**src/rtl/lifo_stack.sv**
```systemverilog
// Single-clock LIFO stack: push writes at the stack pointer, pop registers the top word onto q_o.
// A simultaneous push and pop returns the old top and overwrites it in place.
module lifo_stack #(
    parameter int unsigned DWIDTH = 8,
    parameter int unsigned AWIDTH = 4
) (
    input  logic              clk_i,
    input  logic              srst_i,
    input  logic              wrreq_i,
    input  logic [DWIDTH-1:0] data_i,
    input  logic              rdreq_i,
    output logic [DWIDTH-1:0] q_o,
    output logic              empty_o,
    output logic              full_o,
    output logic [AWIDTH:0]   usedw_o
);

    localparam int unsigned DEPTH = 2 ** AWIDTH;
    localparam logic [AWIDTH:0]   DepthW = {1'b1, {AWIDTH{1'b0}}};
    localparam logic [AWIDTH:0]   OneW   = {{AWIDTH{1'b0}}, 1'b1};
    localparam logic [AWIDTH-1:0] OneA   = {{(AWIDTH-1){1'b0}}, 1'b1};

    logic [DWIDTH-1:0] mem_q [DEPTH];
    logic [AWIDTH:0]   usedw_q, usedw_d;
    logic [DWIDTH-1:0] q_q, q_d;

    logic              is_empty, is_full;
    logic              pop_ok, mem_we;
    logic [AWIDTH-1:0] top_addr, wr_addr;

    always_comb begin
        is_empty = (usedw_q == '0);
        is_full  = (usedw_q == DepthW);
        // Wraps to DEPTH-1 when the stack is full, which is exactly the top slot.
        top_addr = usedw_q[AWIDTH-1:0] - OneA;
        pop_ok   = rdreq_i && !is_empty;
        mem_we   = wrreq_i && (pop_ok || !is_full);
        wr_addr  = pop_ok ? top_addr : usedw_q[AWIDTH-1:0];

        usedw_d = usedw_q;
        if (mem_we && !pop_ok) begin
            usedw_d = usedw_q + OneW;
        end else if (pop_ok && !wrreq_i) begin
            usedw_d = usedw_q - OneW;
        end

        q_d = q_q;
        if (pop_ok) begin
            q_d = mem_q[top_addr];
        end
    end

    always_ff @(posedge clk_i) begin
        if (srst_i) begin
            usedw_q <= '0;
            q_q     <= '0;
        end else begin
            usedw_q <= usedw_d;
            q_q     <= q_d;
        end
    end

    // Storage is not cleared on reset; reset only blocks the write.
    always_ff @(posedge clk_i) begin
        if (mem_we && !srst_i) begin
            mem_q[wr_addr] <= data_i;
        end
    end

    always_comb begin
        q_o     = q_q;
        usedw_o = usedw_q;
        empty_o = is_empty;
        full_o  = is_full;
    end

endmodule

```
**config.mk**
```make
export PLATFORM = sky130hd
export DESIGN_NAME = lifo_stack
export DESIGN_NICKNAME = d
export VERILOG_FILES = /design/src/rtl/lifo_stack.sv
export SDC_FILE = /design/constraint.sdc
export NUM_CORES = 1
export LEC_CHECK = 0
export ABC_AREA = 1
export BUFFER_PORTS_ARGS = -buffer_cell sky130_fd_sc_hd__clkbuf_2
export CORE_ASPECT_RATIO = 2
export CORE_MARGIN = 2
export CORE_UTILIZATION = 50
export DETAILED_ROUTE_END_ITERATION = 6
export GPL_ROUTABILITY_DRIVEN = 0
export PLACE_DENSITY_LB_ADDON = 0.2
export SYNTH_ARGS = -nofsm -noshare
export SYNTH_HDL_FRONTEND = slang
export SYNTH_SLANG_ARGS = --single-unit
```
**constraint.sdc**
```tcl
create_clock -name clk_i -period 2.5 [get_ports clk_i]
set_input_delay 0.25 -clock clk_i [delete_from_list [all_inputs] [get_ports clk_i]]
set_output_delay 0.25 -clock clk_i [all_outputs]
set_load 0.005 [all_outputs]
```
# Word level (Yosys, flattened, before mapping)
# Memories as Yosys holds them, arrays and structs flattened. A register that Yosys moved wholly into a read port is not among the register bits.
# Index checks and enable logic that the tools add are counted.
[op_classes]
addsub = 3
eq_ne = 1
n_mux = 5
reduce_logical = 13
[ops]
columns = ["op", "count"]
rows = [
  ["two-way mux 5 bit", 2],
  ["adder 5 x 1 -> 5 bit (second input constant)", 1],
  ["== test 5 bit (second input constant)", 1],
  ["logical AND 1 bit", 5],
  ["logical NOT 1 bit", 5],
  ["logical NOT 5 bit", 1],
  ["subtractor 5 x 1 -> 5 bit (second input constant)", 1],
  ["two-way mux 4 bit", 1],
  ["subtractor 4 x 1 -> 4 bit (second input constant)", 1],
  ["two-way mux 1 bit", 2],
  ["nonzero test 2 bit", 1],
  ["logical OR 1 bit", 1],
]
[totals]
register_bits = 5
ram_bits = 128
inputBits = 12
output_inout_bits = 15
memories = 1
[mem_list]
columns = ["memory", "words", "word_bits", "rd", "rd_clocked_by_memory_dff", "write_ports", "line_no", "rtl"]
rows = [
  ["mem_q", 16, 8, 1, 1, 1, "23", "logic [DWIDTH-1:0] mem_q [DEPTH];"],
]

# Longest topological paths before layout
# Gate-level depths: netlist of the first run.
[logic_depth]
ltp_word = 8
ltp_mapped = 19
ltp_nobuf = 16

# Least setup slack after synthesis of the first run
# Ideal clock, no wire load.
[synth_timing]
path_type = "reg2reg"
from = "reg usedw_q[0], in the netlist usedw_o[0]"
to = "mem mem_q[1][0], enable pin"
arrival_time_ns = 2.194
required_ns = 2.130
slack_ns = -0.064
path_stages_with_launch = 11
path_buffers = 4
period_less_slack_ns = 2.564
cell_sequence = "dfxtp_1 buf_2 inv_2 buf_2 buf_2 ha_1 clkbuf_1 inv_1 o21ai_1 nand3_1 nor2_1"
[synth_between]
word_cells_on_any_way = 12
classes_between = "add/sub: 1; eq/ne: 1; mux: 3; reduce/logical: 7"
[synth_rtl]
columns = ["item", "line_no", "rtl"]
rows = [
  ["start: declaration", "24", "logic [AWIDTH:0] usedw_q, usedw_d;"],
  ["start signal: assignment", "58", "usedw_q <= usedw_d;"],
  ["subtractor 4 x 1 -> 4 bit", "35", "top_addr = usedw_q[AWIDTH-1:0] - OneA;"],
  ["named net top_addr[0]", "29", "logic [AWIDTH-1:0] top_addr, wr_addr;"],
  ["two-way mux 4 bit", "38", "wr_addr = pop_ok ? top_addr : usedw_q[AWIDTH-1:0];"],
  ["end: declaration", "23", ""],
]
# The timed path passes the listed nets, and every way through them passes these cells.

# Worst setup path in the final report of the first run
[layout_timing]
from = "reg usedw_q[1], in the netlist usedw_o[1]"
to = "mem mem_q[15][2], enable pin"
[layout_between]
elab_chain_len = 8
word_cells_on_any_way = 12
classes_between = "add/sub: 1; eq/ne: 1; mux: 3; reduce/logical: 7"
[layout_lines]
columns = ["item", "line_no", "rtl"]
rows = [
  ["logical NOT 5 bit", "32", "is_empty = (usedw_q == '0);"],
  ["logical NOT 1 bit", "36", "pop_ok = rdreq_i && !is_empty;"],
  ["logical AND 1 bit", "36", ""],
  ["logical OR 1 bit", "37", "mem_we = wrreq_i && (pop_ok || !is_full);"],
  ["logical AND 1 bit", "37", ""],
  ["logical AND 1 bit", "65", "if (mem_we && !srst_i) begin"],
  ["two-way mux 1 bit", "65", ""],
  ["two-way mux 1 bit (not written as such)", "66", "mem_q[wr_addr] <= data_i;"],
]
# Several ways; a longest one is shown, not always the timed one.

==> summary.txt, run 1 <==
STA
  – RSZ-0062 raised after global routing: no
  – Final setup viols: 0
  – Max-slew headroom: 0.5097
  – Final Hold Vio Count: 0
  – Clock skew: approximately 0.0057 ns
  – Minimum clock period: between 2 and 2.5 ns
  – Worst slew pin tran: 0.7354 ns
  – Fin worst setup slack: between 0.2 and 0.25 ns
  – Final Max Slew Viols: 0
  – Final period util: 0.9038
  – Max Clk Rate: 442.6 MHz

Critical path
  – Slowest stage cell on the critical path: nor2_2
  – Type of origin of the critical path: flop
  – Crit end category: flop
  – Worst reg-to-reg setup slack: 0.24 ns
  – Cell chain of the critical path: inv_2, ha_1, nand3_2, nand2_4, xor2_1, nand3b_1, nor2_2
  – RR Startpoint: usedw_o[1]$_SDFFE_PP0P_
  – Crit path required time: 2.56 ns
  – Worst R2R Path Depth: 7
  – Worst Path Max Fanout: 10
  – Worst reg2reg path endpoint: mem_q[15][2]$_DFFE_PP_
  – Critical path arrival: 2.32 ns
  – Max incr delay on CP: 0.44 ns
  – WS Path Type: flop to flop

Yosys
  – Main synth FF type: edfxtp_1
  – Mapped cell area: 6346 µm²
  – Top-count cell post-synth: nand2_1
  – Cell accounting for the most synthesized area: edfxtp_1
  – Syn nets: 675
  – Yosys warns: 0
  – Seq/Total Area, Yosys: 0.6467
  – Synth cell count leaders: 186 x nand2_1, 128 x edfxtp_1, 119 x inv_1, 111 x nand3_1, 41 x nor2_1
  – FF+latch count, synth: 141
  – Syn Area/Cell: 9.659 µm²
  – Leading post-synthesis cells by cell area: edfxtp_1 61%, nand2_1 11%, nand3_1 8.8%
  – Synth cell types: 26
  – Area share of the largest cell type after synthesis: 0.6057
  – Mapped Cells: 657
  – Async S/R FF share, synth: 0
  – Post-synth EDFFs: 128

Global route
  – GRT Util Overall: 0.2267
  – First-pass GRT wire length: 23360 µm
  – Vias in the first global route: 4534
  – Antenna violations before repair: 0
  – Largest net degree at the start of global routing: 69
  – Remaining global-route overflow: 0

Min path
  – Hold Path Sink: q_o[5]$_SDFFE_PP0N_
  – Hold path cells: 4
  – HP Class: input pin to flop
  – Hold Crit Start: srst_i

Power
  – Power density over the cells: approximately 1100 nW/µm²
  – Sequential share of power: 0.346
  – Cell Int Power: 5.267 mW
  – Static leakage: between 3 and 4 nW
  – Logic pwr share: 0.358
  – Sw Ratio: 0.3698
  – IR Drop Worst-Case VDD: 0.8499 mV
  – Clk pwr share: 0.296
  – NetSw: 3.091 mW

Finish
  – Area Growth Syn to Fin: 15.28%
  – Ratio of cells with drive above 1 in the final layout: 0.1318
  – Ant diodes: 0
  – Final Non-Filler Cells: approximately 860
  – Fin nets: 718

Job
  – Max-cap violations: 0

Floorplanning
  – Die area: 13660 µm²
  – Num ports: 27
  – Core ar.: 12480 µm²
  – Row cnt: 58
  – Die width: about 84 µm
  – Initial Util: 0.5084
  – Chip height: 163.3 µm

Clock tree
  – Post-CTS setup buffer count: 0
  – Cts bufs inserted: 17
  – Clk slew on worst S/H paths: 0.06 ns
  – CTS Sinks: 141
  – Worst skew pair latency: between 0.4 and 0.5 ns
  – Hold_buf cts: 0
  – H-Tree Depth: 4
  – Maximum clock path buffer count: 2
  – CTS tree: built
  – Root buffer cell: clkbuf_16
  – Post-CTS sizing: 0

Routing
  – Vias: roughly 4500
  – Drt total wl: around 14000 µm
  – Drt pass-1 iters: 5
  – Initial DRC count: 275
  – DRC viols: 0
  – Avg WL per Cell: 16.75 µm
  – DR vias/cell: 5.191
  – Post-route ant nets: 0

Placement
  – Worst slack at placement: 0.1749 ns
  – Placed Cells incl. Taps: 831
  – Post-DP HPWL: 9724 µm
  – Port buffer count: 26

Outcome
  – Status: finished, final reports clean
[kinds of logic (layout without fill, tap and decap cells)]
group / count (synthesis) / after routing / share of synthesized area
adder cells (fa/ha/maj): 6 / 6 / 0.01301
AO/OA/AOI/OAI: 11 / 11 / 0.009267
AND/OR/NAND/NOR: 346 / 346 / 0.2321
XOR/XNOR: 5 / 5 / 0.008085
buffers and inverters: 148 / 204 / 0.09089
flip-flops: 141 / 141 / 0.6467
[worst max-delay path by stage]
stage,slack (ns),start,to,depth (start not counted)
after floorplan,-0.06,usedw_o[0]$_SDFFE_PP0P_,mem_q[1][0]$_DFFE_PP_,10
after global placement,0.29,usedw_o[1]$_SDFFE_PP0P_,usedw_o[4]$_SDFFE_PP0P_,14
after detailed placement,0.17,usedw_o[1]$_SDFFE_PP0P_,mem_q[15][3]$_DFFE_PP_,7
after CTS,0.16,usedw_o[1]$_SDFFE_PP0P_,mem_q[15][2]$_DFFE_PP_,7
after global routing,0.03,usedw_o[1]$_SDFFE_PP0P_,usedw_o[4]$_SDFFE_PP0P_,14
final,0.24,usedw_o[1]$_SDFFE_PP0P_,mem_q[15][2]$_DFFE_PP_,7
[per-stage QoR]
step                        util  TNS, ns  hold WS, ns  cell area [µm²]  power [mW]
after global placement    0.5393        0       0.5514             6731       5.830
after detailed placement  0.5393        0       0.5553             6731       5.883
after floorplan                -   -4.506       0.3489             6351       4.928
after CTS                 0.5861        0       0.2206             7316       8.374
final                     0.5861        0       0.2307             7316       8.358
after global routing      0.5861        0       0.2475             7316       8.870
[placed cells by master, fill, tap and decap left out, types with 5 or more instances in the layout]
cell / n
edfxtp_1: 128
dfxtp_1: 12
clkinvlp_4: 5
inv_1: 118
clkbuf_2: 26
clkbuf_16: 17
nand2_1: 186
ha_1: 5
nand3_1: 111
buf_4: 24
nor2_1: 39
[power groups by stage]
| stage | Clock, mW | Sequential (mW) | Combinational, mW |
|---|---|---|---|
| floorplan | 0 | 2.94 | 1.99 |
| global placement | 0 | 2.93 | 2.90 |
| detailed placement | 0 | 2.94 | 2.94 |
| CTS | 2.51 | 2.89 | 2.97 |
| global route | 2.61 | 2.91 | 3.35 |
| finish | 2.48 | 2.89 | 2.99 |
[cell type report]
type,instances,area [µm²]
timing repair buffer,50,310.3
multi-input combinational,368,1670
fill,1085,5166
inverter,122,457.9
tap,150,187.7
clock buffer,20,446.7
clock inverter,12,137.6
sequential,141,4105
[sequential cells by signal, indices dropped and copies added, names as in the netlist]
signal   cells
q_o          8
usedw_o      5
mem_q      128
[routing by layer]
metal,vias to the layer above,GRT usage,share of wire
li1,2194,-,-
met1,2117,0.2574,0.39
met2,138,0.4047,0.54
met3,31,0.04144,0.040
met4,0,0.1144,0.035
met5,-,0,0
[critical path: cells and delay by family (launching register included)]
family / cells / cell delay [ns]
simple gates: 4 / 0.98
flops: 1 / 0.34
xor+xnor: 1 / 0.24
fa+ha+maj: 1 / 0.21
buf+inv: 1 / 0.13
(Power assumes the default switching activity.)
==> run 2: changes to the inputs <==
--- a/config.mk
+++ b/config.mk
@@ -5,11 +5,10 @@
 export SDC_FILE = /design/constraint.sdc
 export NUM_CORES = 1
 export LEC_CHECK = 0
-export ABC_AREA = 1
 export BUFFER_PORTS_ARGS = -buffer_cell sky130_fd_sc_hd__clkbuf_2
 export CORE_ASPECT_RATIO = 2
 export CORE_MARGIN = 2
-export CORE_UTILIZATION = 50
+export CORE_UTILIZATION = 45
 export DETAILED_ROUTE_END_ITERATION = 6
 export GPL_ROUTABILITY_DRIVEN = 0
 export PLACE_DENSITY_LB_ADDON = 0.2
==> run 2 against run 1 <==
The flow now finishes with violations (setup timing). Clock skew increased by 0.0049 ns. Global-route usage decreased by 2.9 points. Die area increased by 1.5%. Power decreased by 2.8%. First-iteration DRC count decreased by 32%. Critical path depth increased by 4. Sequential power about the same. Via count decreased by 29%. Critical path type unchanged. Largest cell class unchanged. Largest power group is now sequential cells. Highest routed layer unchanged.
==> summary.txt, run 2 <==
STA
  – Setup TNS: -0.04130 ns (was 0 ns)
  – Final period util: 1.017 (was 0.9038)
  – RSZ-0062 raised after global routing: yes (was no)
  – Final setup viols: 1 (was 0)
  – Fin worst setup slack: -0.04130 ns (was 0.2405 ns)
  – Worst slew pin tran: 0.7865 ns (was 0.7354 ns)
  – Max-slew headroom: 0.4757 (was 0.5097)
  – Max Clk Rate: 393.5 MHz (was 442.6 MHz)
  – Clock skew: 0.01053 ns (was 0.005652 ns)
  – Final Hold Vio Count: 0 (unchanged)
  – Final Max Slew Viols: 0 (unchanged)
  – Minimum clock period: 2.541 ns (was 2.259 ns)

Finish
  – Ratio of cells with drive above 1 in the final layout: 0.3753 (was 0.1318)
  – Most common cell after layout, fill and taps aside: edfxtp_1 (was nand2_1)
  – Fin area: 7084 µm² (was 7316 µm²)
  – Fill cells: 992 (was 1085)
  – Area occupied by registers: 4105 µm² (unchanged)
  – Area Growth Syn to Fin: 22.18% (was 15.28%)
  – Largest register FFs: 128 (unchanged)
  – Most frequent cells in the layout: 128 x edfxtp_1, 32 x mux4_2, 28 x buf_4 (was 186 x nand2_1, 128 x edfxtp_1, 118 x inv_1)
  – Fin nets: 418 (was 718)
  – Reg with most FFs: mem_q (unchanged)
  – Multi-input logic area: 1660 µm² (was 1670 µm²)
  – Ant diodes: 0 (unchanged)

Global route
  – Met1 Usage GRT: 0.2175 (was 0.2574)
  – Antenna violations before repair: 0 (unchanged)
  – Largest net degree at the start of global routing: 45 (was 69)
  – Remaining global-route overflow: 0 (unchanged)
  – GRT Util Overall: 0.1979 (was 0.2267)
  – GR Layer Usage met3: 0.03948 (was 0.04144)
  – GRT met2 Usage: 0.3539 (was 0.4047)
  – First-pass GRT wire length: 19770 µm (was 23360 µm)
  – Most Crowded Layer GR: met2 (unchanged)
  – Vias in the first global route: 3426 (was 4534)

Floorplanning
  – Chip height: 164.5 µm (was 163.3 µm)
  – Num ports: 27 (unchanged)
  – Initial Util: 0.4618 (was 0.5084)
  – Die area: 13860 µm² (was 13660 µm²)
  – Die width: 84.27 µm (was 83.66 µm)
  – Core ar.: 12550 µm² (was 12480 µm²)
  – Row cnt: 58 (unchanged)

Routing
  – DR vias/cell: 5.650 (was 5.191)
  – Post-route ant nets: 0 (unchanged)
  – Avg WL per Cell: 22.47 µm (was 16.75 µm)
  – DRC viols: 0 (unchanged)
  – Drt total wl: 12650 µm (was 14450 µm)
  – Vias: 3181 (was 4480)
  – Drt pass-1 iters: 4 (was 5)
  – Initial DRC count: 187 (was 275)

Clock tree
  – Root buffer cell: clkbuf_16 (unchanged)
  – Clk slew on worst S/H paths: 0.06 ns (about the same)
  – Cts bufs inserted: 17 (unchanged)
  – CTS tree: built (unchanged)
  – H-Tree Depth: 4 (unchanged)
  – CTS Sinks: 141 (unchanged)
  – Maximum clock path buffer count: 2 (unchanged)
  – Worst skew pair latency: 0.41 ns (was 0.42 ns)

Placement
  – Post-DP HPWL: 8475 µm (was 9724 µm)
  – Post-DP Area: 6514 µm² (was 6731 µm²)
  – Port buffer count: 26 (unchanged)

Power
  – Static leakage: 2.400 nW (was 3.266 nW)
  – NetSw: 2.613 mW (was 3.091 mW)
  – Sw Ratio: 0.3217 (was 0.3698)
  – Total power: 8.122 mW (was 8.358 mW)
  – Sequential share of power: 0.356 (was 0.346)
  – Clk pwr share: 0.292 (was 0.296)
  – Power density over the cells: 1147 nW/µm² (was 1142 nW/µm²)
  – IR Drop Worst-Case VDD: 0.7159 mV (was 0.8499 mV)
  – Logic pwr share: 0.352 (was 0.358)
  – Cell Int Power: 5.509 mW (was 5.267 mW)

Critical path
  – Worst R2R Path Depth: 11 (was 7)
  – Type of origin of the critical path: flop (unchanged)
  – Critical path arrival: 2.84 ns (was 2.32 ns)
  – Crit end category: flop (unchanged)
  – Crit path required time: 2.80 ns (was 2.56 ns)
  – WS Path Type: flop to flop (unchanged)
  – Worst Path Max Fanout: 3 (was 10)

Yosys
  – Seq/Total Area, Yosys: 0.7078 (was 0.6467)
  – Main synth FF type: edfxtp_1 (unchanged)
  – Synth cell count leaders: 128 x edfxtp_1, 32 x mux4_2, 32 x nor2_1, 19 x a21oi_1, 18 x nor2b_1 (was 186 x nand2_1, 128 x edfxtp_1, 119 x inv_1, 111 x nand3_1, 41 x nor2_1)
  – Mapped Cells: 332 (was 657)
  – Syn Area/Cell: 17.46 µm² (was 9.659 µm²)
  – Area share of the largest cell type after synthesis: 0.6629 (was 0.6057)
  – Cell accounting for the most synthesized area: edfxtp_1 (unchanged)
  – Post-synth EDFFs: 128 (unchanged)
  – Async S/R FF share, synth: 0 (unchanged)
  – Leading post-synthesis cells by cell area: edfxtp_1 66%, mux4_2 12%, dfxtp_1 4.5% (was edfxtp_1 61%, nand2_1 11%, nand3_1 8.8%)
  – Synth cell types: 40 (was 26)
  – Mapped cell area: 5798 µm² (was 6346 µm²)
  – FF+latch count, synth: 141 (unchanged)
  – Yosys warns: 0 (unchanged)
  – Syn nets: 350 (was 675)
  – Top-count cell post-synth: edfxtp_1 (was nand2_1)

Job
  – Max-cap violations: 0 (unchanged)

Outcome
  – Status: finished with violations (was finished, final reports clean)
  – Failing checks: setup timing

Min path
  – HP Class: input pin to flop (unchanged)
  – Hold path cells: 2 (was 4)
## run 2: changes by cell type after synthesis, moves of 4 or more
| cell | change |
|---|---|
| a21oi_1 | +15 |
| a311oi_1 | +8 |
| buf_2 | -7 |
| clkbuf_1 | -4 |
| inv_1 | -113 |
| mux2i_1 | +4 |
| mux4_2 | +32 |
| nand2_1 | -177 |
| nand3_1 | -109 |
| nor2_1 | -9 |
| nor2b_1 | +18 |
| nor3_1 | +7 |
## run 2: logic make-up (layout without fill, tap and decap cells)
family | count (synthesis) | count (layout) | share of synthesized area
buf+inv | 21 | 102 | 0.01769
simple gates | 79 | 79 | 0.07035
xor+xnor | 5 | 5 | 0.007553
compound gates | 43 | 43 | 0.04920
fa+ha+maj | 6 | 6 | 0.01424
mux | 37 | 37 | 0.1331
flops | 141 | 141 | 0.7078
## run 2: routing by layer
layer / vias up / routed length [µm]
met2: 86 / 6956
met1: 1617 / 4739
met5: - / 0
li1: 1453 / -
met4: 0 / 612
met3: 25 / 343
## run 2: layout make-up
class	instances	share of cell area
multi-input combinational	170	0.2344
timing repair buffer	64	0.07630
sequential	141	0.5795
tap	150	0.02649
clock inverter	14	0.01854
inverter	6	0.004239
clock buffer	18	0.06058
## run 2: path summary, 6_finish.rpt
path	from	end	slack [ns]
worst max-delay path	usedw_o[0]$_SDFFE_PP0P_	usedw_o[4]$_SDFFE_PP0P_	-0.04
worst min-delay path	srst_i	usedw_o[0]$_SDFFE_PP0P_	0.26
worst max register to register	usedw_o[0]$_SDFFE_PP0P_	usedw_o[4]$_SDFFE_PP0P_	-0.04
worst min register to register	q_o[1]$_SDFFE_PP0N_	q_o[1]$_SDFFE_PP0N_	0.50
## run 2: what timing repair did
action                     4_1_cts  5_1_grt
resized for setup                1        2
setup endpoints to repair       33      134
hold buffers                     0        0
buffers inserted                 0        0
## run 2: power by group through the flow
| stage | logic (mW) | clock network, mW | registers, mW |
|---|---|---|---|
| floorplan | 1.90 | 0 | 2.93 |
| global placement | 2.85 | 0 | 2.93 |
| detailed placement | 2.88 | 0 | 2.94 |
| CTS | 2.90 | 2.41 | 2.89 |
| global route | 3.10 | 2.51 | 2.91 |
| finish | 2.86 | 2.37 | 2.89 |
## run 2: critical path, stage by stage (launching register included)
cell and delay [ns]:
dfxtp_2 0.35, inv_8 0.06, ha_4 0.12, or4b_4 0.46, and2_4 0.17, nor2_4 0.11
inv_2 0.08, ha_4 0.22, a21o_1 0.16, a21oi_2 0.13, mux2i_1 0.24, mux2_1 0.33
## run 2: per-stage QoR
step,setup WS [ns],instances,util,hold WS (ns)
floorplan,-0.2094,332,-,0.3221
global placement,0.03442,531,0.5188,0.4936
detailed placement,-0.04182,531,0.5188,0.4957
CTS,-0.05384,563,0.5635,0.2616
global route,-0.1565,563,0.5643,0.2771
finish,-0.04130,563,0.5643,0.2621
==> run 3: changes to the inputs <==
--- a/config.mk
+++ b/config.mk
@@ -6,12 +6,12 @@
 export NUM_CORES = 1
 export LEC_CHECK = 0
 export BUFFER_PORTS_ARGS = -buffer_cell sky130_fd_sc_hd__clkbuf_2
-export CORE_ASPECT_RATIO = 2
 export CORE_MARGIN = 2
 export CORE_UTILIZATION = 45
 export DETAILED_ROUTE_END_ITERATION = 6
 export GPL_ROUTABILITY_DRIVEN = 0
 export PLACE_DENSITY_LB_ADDON = 0.2
+export SLEW_MARGIN = 20
 export SYNTH_ARGS = -nofsm -noshare
 export SYNTH_HDL_FRONTEND = slang
 export SYNTH_SLANG_ARGS = --single-unit
==> constraint.sdc (replaced) <==
create_clock -name clk_i -period 2.5 [get_ports clk_i]
set_input_delay 0.25 -clock clk_i [delete_from_list [all_inputs] [get_ports clk_i]]
set_output_delay 0.25 -clock clk_i [all_outputs]
set_load 0.05 [all_outputs]
==> run 3 against run 2 <==
Die area shrank 0.40%. Count of clock-buffer cells in the layout decreased by 1. Critical endpoint unchanged. Combinational power increased by 17%. Highest routed layer unchanged. Critical path depth is the same. Register-to-register slack about the same. Global-route usage decreased by 1.3 points. The flow still finishes with violations (setup timing). Setup slack improved by 0.012 ns.
==> summary.txt, run 3 (synthesized netlist as in run 2, its figures left out) <==
Critical path
  – Type of origin of the critical path: flop (unchanged)
  – Critical path arrival: 2.83 ns (was 2.84 ns)
  – Crit path required time: 2.80 ns (about the same)
  – Crit end category: flop (unchanged)
  – Worst Path Max Fanout: 3 (unchanged)
  – WS Path Type: flop to flop (unchanged)

STA
  – Worst slew pin tran: 0.4788 ns (was 0.7865 ns)
  – Max-slew headroom: 0.6797 (was 0.4757)
  – Clock skew: 0.006413 ns (was 0.01053 ns)
  – Fin worst setup slack: -0.02912 ns (was -0.04130 ns)
  – Final Hold Vio Count: 0 (unchanged)
  – RSZ-0062 raised after global routing: yes (unchanged)
  – Final setup viols: 1 (unchanged)
  – Final period util: 1.012 (was 1.017)
  – Final Max Slew Viols: 0 (unchanged)
  – Max Clk Rate: 395.4 MHz (was 393.5 MHz)
  – Minimum clock period: 2.529 ns (was 2.541 ns)

Placement
  – Port buffer count: 26 (unchanged)
  – Post-DP Area: 6529 µm² (was 6514 µm²)
  – Post-DP HPWL: 7623 µm (was 8475 µm)

Global route
  – GRT Util Overall: 0.1853 (was 0.1979)
  – Antenna violations before repair: 0 (unchanged)
  – Largest net degree at the start of global routing: 45 (unchanged)
  – First-pass GRT wire length: 18690 µm (was 19770 µm)
  – Vias in the first global route: 3197 (was 3426)
  – Remaining global-route overflow: 0 (unchanged)

Floorplanning
  – Core ar.: 12620 µm² (was 12550 µm²)
  – Chip height: 117.5 µm (was 164.5 µm)
  – Die width: 117.5 µm (was 84.27 µm)
  – Num ports: 27 (unchanged)
  – Initial Util: 0.4594 (was 0.4618)
  – Row cnt: 41 (was 58)
  – Die area: 13810 µm² (was 13860 µm²)

Routing
  – Drt total wl: 11950 µm (was 12650 µm)
  – Avg WL per Cell: 20.56 µm (was 22.47 µm)
  – Drt pass-1 iters: 5 (was 4)
  – DRC viols: 0 (unchanged)
  – Post-route ant nets: 0 (unchanged)
  – Vias: 3170 (was 3181)
  – DR vias/cell: 5.456 (was 5.650)
  – Initial DRC count: 288 (was 187)

Clock tree
  – Cts bufs inserted: 17 (unchanged)
  – Worst skew pair latency: 0.41 ns (about the same)
  – CTS tree: built (unchanged)
  – Clk slew on worst S/H paths: 0.06 ns (about the same)
  – H-Tree Depth: 4 (unchanged)
  – CTS Sinks: 141 (unchanged)
  – Root buffer cell: clkbuf_16 (unchanged)
  – Hold_buf cts: 0 (unchanged)
  – Maximum clock path buffer count: 2 (unchanged)

Finish
  – Ratio of cells with drive above 1 in the final layout: 0.4034 (was 0.3753)
  – Largest register FFs: 128 (unchanged)
  – Most frequent cells in the layout: 128 x edfxtp_1, 32 x mux4_2, 26 x clkbuf_2 (was 128 x edfxtp_1, 32 x mux4_2, 28 x buf_4)
  – Most common cell after layout, fill and taps aside: edfxtp_1 (unchanged)
  – Final Util: 0.5695 (was 0.5643)
  – Fin area: 7187 µm² (was 7084 µm²)
  – Reg with most FFs: mem_q (unchanged)
  – Ant diodes: 0 (unchanged)
  – Area Growth Syn to Fin: 23.95% (was 22.18%)
  – Fin nets: 414 (was 418)

Outcome
  – Failing checks: setup timing (unchanged)
  – Status: finished with violations (unchanged)

Power
  – Total power: 8.595 mW (was 8.122 mW)
  – IR Drop Worst-Case VDD: 0.5440 mV (was 0.7159 mV)
  – Power density over the cells: 1196 nW/µm² (was 1147 nW/µm²)
  – Static leakage: 2.371 nW (was 2.400 nW)

Min path
  – HP Class: input pin to flop (unchanged)

Job
  – Max-cap violations: 0 (unchanged)
## run 3: cell types whose count changed in the layout (fill, tap and decap cells not counted), sizes merged
cell	change
buf	-4
clkinvlp	+3
clkbuf	-1
clkinv	-1
inv	-1
## run 3: power by group
part / leakage, nW / total (mW) / switching [mW] / internal, mW
clock: 0.260 / 2.35 / 0.974 / 1.38
combinational: 0.849 / 3.35 / 1.99 / 1.36
sequential: 1.26 / 2.89 / 0.0842 / 2.80
## run 3: repair_timing
action | in CTS | in global routing
pin swaps | 4 | 10
setup endpoints to repair | 9 | 76
resized for setup | 1 | 9
buffers inserted | 3 | 1
## run 3: worst paths after layout
kind | slack [ns] | to | cells after the start | from
setup / recovery | -0.03 | usedw_o[4]$_SDFFE_PP0P_ | 11 | usedw_o[0]$_SDFFE_PP0P_
hold / removal | 0.24 | usedw_o[3]$_SDFFE_PP0P_ | 2 | srst_i
setup reg to reg | -0.03 | usedw_o[4]$_SDFFE_PP0P_ | 11 | usedw_o[0]$_SDFFE_PP0P_
hold reg to reg | 0.50 | q_o[1]$_SDFFE_PP0N_ | 2 | q_o[1]$_SDFFE_PP0N_
## run 3: worst max-delay path: stages, from the launching register on
cell and delay, ns:
dfxtp_4 0.36, inv_8 0.05, ha_4 0.12, or4b_4 0.45
and2_4 0.16, nor2_4 0.13, inv_2 0.07, ha_4 0.21
a21o_1 0.16, a21oi_2 0.14, mux2i_1 0.22, mux2_1 0.33
## run 3: layer usage
metal	up-vias	track usage	share of wire
li1	1449	-	-
met2	110	0.2767	0.47
met5	-	0	0
met1	1590	0.2635	0.46
met4	0	0.08057	0.023
met3	21	0.04264	0.050
## run 3: layout make-up
class / instances / area, µm²
fill: 986 / 5433
timing repair buffer: 60 / 489.2
clock buffer: 17 / 425.4
clock inverter: 15 / 138.9
tap: 172 / 215.2
multi-input combinational: 170 / 1779
inverter: 6 / 30.03
sequential: 141 / 4109
## run 3: per-stage QoR
step	setup slack (ns)	hold WS (ns)	std cells	TNS [ns]
6_report	-0.02912	0.2439	581	-0.02912
2_1_floorplan	-0.5893	0.3221	332	-11.42
3_3_place_gp	0.0003733	0.4865	545	0
3_5_place_dp	-0.07573	0.4964	545	-0.07573
5_1_grt	-0.1366	0.2670	581	-0.2191
4_1_cts	-0.06307	0.2326	580	-0.06307
